<file path="config.mk">
export PLATFORM = sky130hd
export DESIGN_NAME = seq_restoring_divider
export DESIGN_NICKNAME = d
export VERILOG_FILES = /design/src/rtl/seq_restoring_divider_pkg.sv /design/src/rtl/div_sub_stage.sv /design/src/rtl/seq_restoring_divider.sv
export SDC_FILE = /design/constraint.sdc
export NUM_CORES = 1
export LEC_CHECK = 0
export CORE_MARGIN = 4
export CORE_UTILIZATION = 34
export DETAILED_ROUTE_END_ITERATION = 7
export HOLD_SLACK_MARGIN = 0.05
export PLACE_DENSITY_LB_ADDON = 0.25
export SLEW_MARGIN = 20
export SYNTH_ARGS = -nofsm -noshare
export SYNTH_HDL_FRONTEND = slang
export SYNTH_HIERARCHICAL = 1
export SYNTH_SLANG_ARGS = --single-unit
export TNS_END_PERCENT = 100
</file>
<file path="constraint.sdc">
create_clock -name clk -period 2.1 [get_ports clk]
set_input_delay 0.42 -clock clk [delete_from_list [all_inputs] [get_ports clk]]
set_output_delay 0.42 -clock clk [all_outputs]
set_load 0.05 [all_outputs]
</file>
<file path="src/rtl/seq_restoring_divider_pkg.sv">
// seq_restoring_divider_pkg: shared FSM encoding and counter sizing for the restoring divider
package seq_restoring_divider_pkg;
    typedef enum logic [1:0] {
        S_IDLE = 2'd0,
        S_RUN  = 2'd1,
        S_DONE = 2'd2
    } state_t;
    // Iteration counter must hold the value WIDTH itself.
    function automatic int div_cnt_w(input int width);
        return $clog2(width + 1);
    endfunction
endpackage

</file>
<file path="src/rtl/div_sub_stage.sv">
// div_sub_stage: trial subtractor a + ~b + 1 with sign flag
// Ports: a, b minuend/subtrahend (WIDTH bits); diff a-b; neg = diff MSB.
module div_sub_stage #(
    parameter int WIDTH = 5
) (
    input  logic [WIDTH-1:0] a,
    input  logic [WIDTH-1:0] b,
    output logic [WIDTH-1:0] diff,
    output logic             neg
);
    assign diff = a + ~b + 1'b1;
    assign neg  = diff[WIDTH-1];
endmodule

</file>
<file path="src/rtl/seq_restoring_divider.sv">
// seq_restoring_divider: multi-cycle unsigned restoring divider, one quotient bit per clock
// Ports: clk, rst (sync, active-high); start/dividend/divisor request sampled in IDLE;
// busy high in RUN; done one-cycle pulse with quotient/remainder/div_by_zero, held until next completion.
module seq_restoring_divider
    import seq_restoring_divider_pkg::*;
#(
    parameter int WIDTH = 4
) (
    input  logic             clk,
    input  logic             rst,
    input  logic             start,
    input  logic [WIDTH-1:0] dividend,
    input  logic [WIDTH-1:0] divisor,
    output logic             busy,
    output logic             done,
    output logic [WIDTH-1:0] quotient,
    output logic [WIDTH-1:0] remainder,
    output logic             div_by_zero
);
    localparam int CNT_W = div_cnt_w(WIDTH);

    state_t           state;
    logic [WIDTH:0]   a;
    logic [WIDTH-1:0] q;
    logic [WIDTH-1:0] m;
    logic [CNT_W-1:0] count;
    logic             dz;
    logic [WIDTH:0]   a_sh;
    logic [WIDTH:0]   diff;
    logic             neg;

    // A stays below M after every step, so its MSB is always free for the shift.
    assign a_sh = {a[WIDTH-1:0], q[WIDTH-1]};

    div_sub_stage #(.WIDTH(WIDTH + 1)) u_sub (
        .a    (a_sh),
        .b    ({1'b0, m}),
        .diff (diff),
        .neg  (neg)
    );

    always_ff @(posedge clk) begin
        if (rst) begin
            state       <= S_IDLE;
            a           <= '0;
            q           <= '0;
            m           <= '0;
            count       <= '0;
            dz          <= 1'b0;
            busy        <= 1'b0;
            done        <= 1'b0;
            quotient    <= '0;
            remainder   <= '0;
            div_by_zero <= 1'b0;
        end else begin
            done <= 1'b0;
            case (state)
                S_IDLE: if (start) begin
                    if (divisor != '0) begin
                        a     <= '0;
                        q     <= dividend;
                        m     <= divisor;
                        count <= CNT_W'(WIDTH);
                        dz    <= 1'b0;
                        busy  <= 1'b1;
                        state <= S_RUN;
                    end else begin
                        // Preload the zero-divisor result so DONE publishes it unchanged.
                        a     <= {1'b0, dividend};
                        q     <= '1;
                        m     <= '0;
                        count <= '0;
                        dz    <= 1'b1;
                        state <= S_DONE;
                    end
                end
                S_RUN: begin
                    a     <= neg ? a_sh : diff;
                    q     <= {q[WIDTH-2:0], ~neg};
                    count <= count - 1'b1;
                    if (count == CNT_W'(1)) begin
                        busy  <= 1'b0;
                        state <= S_DONE;
                    end
                end
                S_DONE: begin
                    quotient    <= q;
                    remainder   <= a[WIDTH-1:0];
                    div_by_zero <= dz;
                    done        <= 1'b1;
                    state       <= S_IDLE;
                end
                default: state <= S_IDLE;
            endcase
        end
    end
endmodule

</file>
==> results_dict.tcl <==
set metrics [dict create \
    peakVddDrop_v 0.000344 \
    finalClockSkew_ps 3.72 \
    setup_viol 4 \
    clock_tree.htree_level_count 2 \
    dieArea_sq_um 5350 \
    crit_chain "inv_2, ha_4, inv_2, fa_2, a21o_1, a21oi_4, xnor2_4, mux2_4, a32oi_2, a211oi_2" \
    regArea_sq_um 583 \
    path_clk_slew_ps 60 \
    synth_cells 162 \
    std_cell_rows 23 \
    layout-drive-gt1-share 0.168 \
    ant_nets 0 \
    fmax_mhz 470 \
    worst-setup-path-type "reg -> reg" \
    vias 1224 \
    r2r_slack_ps -30 \
    worstMarginPinSlew_ps 625 \
    maxSlewHeadroom 0.583 \
    setup.worst_path.end "a[2]" \
    start_util 0.355 \
    cts_tree "yes" \
    r2r-end "a[2]" \
    synthToLayoutAreaGrowth_pct 31.7 \
    fin_crit_ps 2130 \
    antenna_cells 0 \
    startpoint "q[3]" \
    cpMaxStageDelayCell "fa_2" \
    viasPerCell 5.08 \
    antenna_found_initial 0 \
    hpwl_mm 2.40 \
    clk_latency_ps 270 \
    io_buffer_count 21 \
    drt-initial-drc-count 53 \
    multi_input_area_sq_um 853 \
    grt_pass1_wl_mm 5.49 \
    place.gp.congestion 0.904 \
    leakagePower_uw 0.000703 \
    cts_buffers 5 \
    io_pins 22 \
    cts_buffer_depth 2 \
    r2r_cells 10 \
    yosysWarnings 6 \
    worst_ep_arrival_time_ps 2290 \
    max_stage_delay_ps 340 \
    die_x_um 73.1 \
    n_fill_cell 375 \
    finalMaxSlewViolations 0 \
    layout.nets 208 \
    fin_crit_sh 1.01 \
    syn_area_sq_um 1440 \
    die_y_um 73.1 \
    cts_sinks 29 \
    timing.rr.start "q[3]" \
    worst_slack_ps -28.5 \
    syn_nets 180 \
    crit_top_cell "inv_2" \
    hp-class "reg -> reg" \
    met2_usage 0.204 \
    grt_pass1_vias 1205 \
    rsz0062_at_grt "true" \
    core_area_sq_um 4060 \
    grt_most_used_layer "met2" \
    grt_overflow 0 \
    fin_total_pwr_uw 1450 \
    wl_per_cell_um 13.7 \
    first_pass_iters 4 \
    postPlaceCellArea_sq_um 1720 \
    critPathMaxFanout 5 \
    grt_usage 0.133 \
    max_cap_violations 0 \
    use_met3 0.0441 \
    status "finished, violations left" \
    clockRootBuffer "clkbuf_8" \
    worst_setup_path_start_kind "register" \
    failed_checks "negative setup slack" \
    end_kind "register" \
    required_ps 2260 \
    p_per_area_nw_per_um2 766 \
    post-route-drc-count 0 \
    finalHoldViolations 0 \
    hold_ws_ps 454 \
    grt_max_degree 20 \
    grt_use_met1 0.166 \
    finalWirelength_mm 3.30 \
    avgSynthCellArea_sq_um 8.90 \
    stdcell_area_sq_um 1900 \
]
## stage by stage
| stage | utilization | setup TNS, ps | setup WS [ps] | cells |
|---|---|---|---|---|
| 2_1_floorplan | - | -51.3 | -13.0 | 162 |
| 4_1_cts | 0.458 | -185 | -58.8 | 240 |
| 5_1_grt | 0.468 | -478 | -128 | 241 |
| 3_5_place_dp | 0.425 | -466 | -122 | 229 |
| 6_report | 0.468 | -82.8 | -28.5 | 241 |
| 3_3_place_gp | 0.425 | -184 | -61.2 | 229 |
## area by class of cell
cell class	instances	area share
multi-input combinational	114	0.450
tap	50	0.0330
sequential	29	0.307
clock buffer	8	0.0422
inverter	9	0.0178
timing repair buffer	31	0.150
## report_power, final
part / switching (uW) / leakage, uW / internal (uW)
logic: 188 / 0.000426 / 217
clock network: 191 / 0.0000395 / 235
registers: 36.1 / 0.000238 / 586
## routing by layer
layer  share of wire  wire length, um
met5               0                0
met4           0.030               99
met3           0.042              137
met2            0.49             1600
met1            0.44             1460
## timing repair
item,4_1_cts,5_1_grt
pin swaps,5,8
gates resized for setup,10,5
buffers inserted,3,1
cloned,0,0
hold buffers,0,0
endpoints found under the setup margin,4,5
endpoints found under the hold margin,0,0
## sequential cells by signal, summed over array words and instances (netlist names), 2 cells and up
signal,flops
a,4
count,3
m,4
q,4
quotient,4
remainder,4
state,2
## worst max-delay path, delay by kind of cell, from the launching register on
family          cells  cell delay [ps]
flops               1              320
compound gates      4              620
mux                 1              330
fa+ha+maj           2              460
xor+xnor            1              180
buf+inv             2              100
## how the worst min path moves through the flow
stage | depth (start not counted) | startpoint | endpoint | slack (ps)
6_report | 2 | remainder[2] | remainder[2] | 450
5_1_grt | 2 | quotient[3] | quotient[3] | 470
4_1_cts | 2 | remainder[2] | remainder[2] | 460
3_5_place_dp | 2 | remainder[2] | remainder[2] | 450
3_3_place_gp | 2 | remainder[3] | remainder[3] | 450
2_1_floorplan | 2 | dz | div_by_zero | 430
## placed cells by master (no fill, tap or decap), drive strengths merged
| master | n |
|---|---|
| xor2 | 1 |
| nor2 | 14 |
| a32oi | 4 |
| o21bai | 1 |
| clkdlybuf4s50 | 21 |
| a21o | 2 |
| a211oi | 6 |
| nor4 | 1 |
| o21a | 1 |
| nor3 | 6 |
| nand2b | 3 |
| buf | 10 |
| a21oi | 12 |
| nor4bb | 1 |
| o2bb2ai | 4 |
| and2 | 3 |
| a22oi | 1 |
| nor3b | 1 |
| ha | 6 |
| conb | 1 |
| xnor2 | 3 |
| or4 | 1 |
| clkbuf | 8 |
| dfxtp | 29 |
| inv | 9 |
| a31oi | 1 |
| o21ba | 1 |
| o21ai | 4 |
| mux2 | 4 |
| fa | 1 |
| a2bb2oi | 2 |
| mux2i | 5 |
| nand2 | 18 |
| o32ai | 1 |
| nor2b | 5 |
Power figures use the tool's default switching activity.
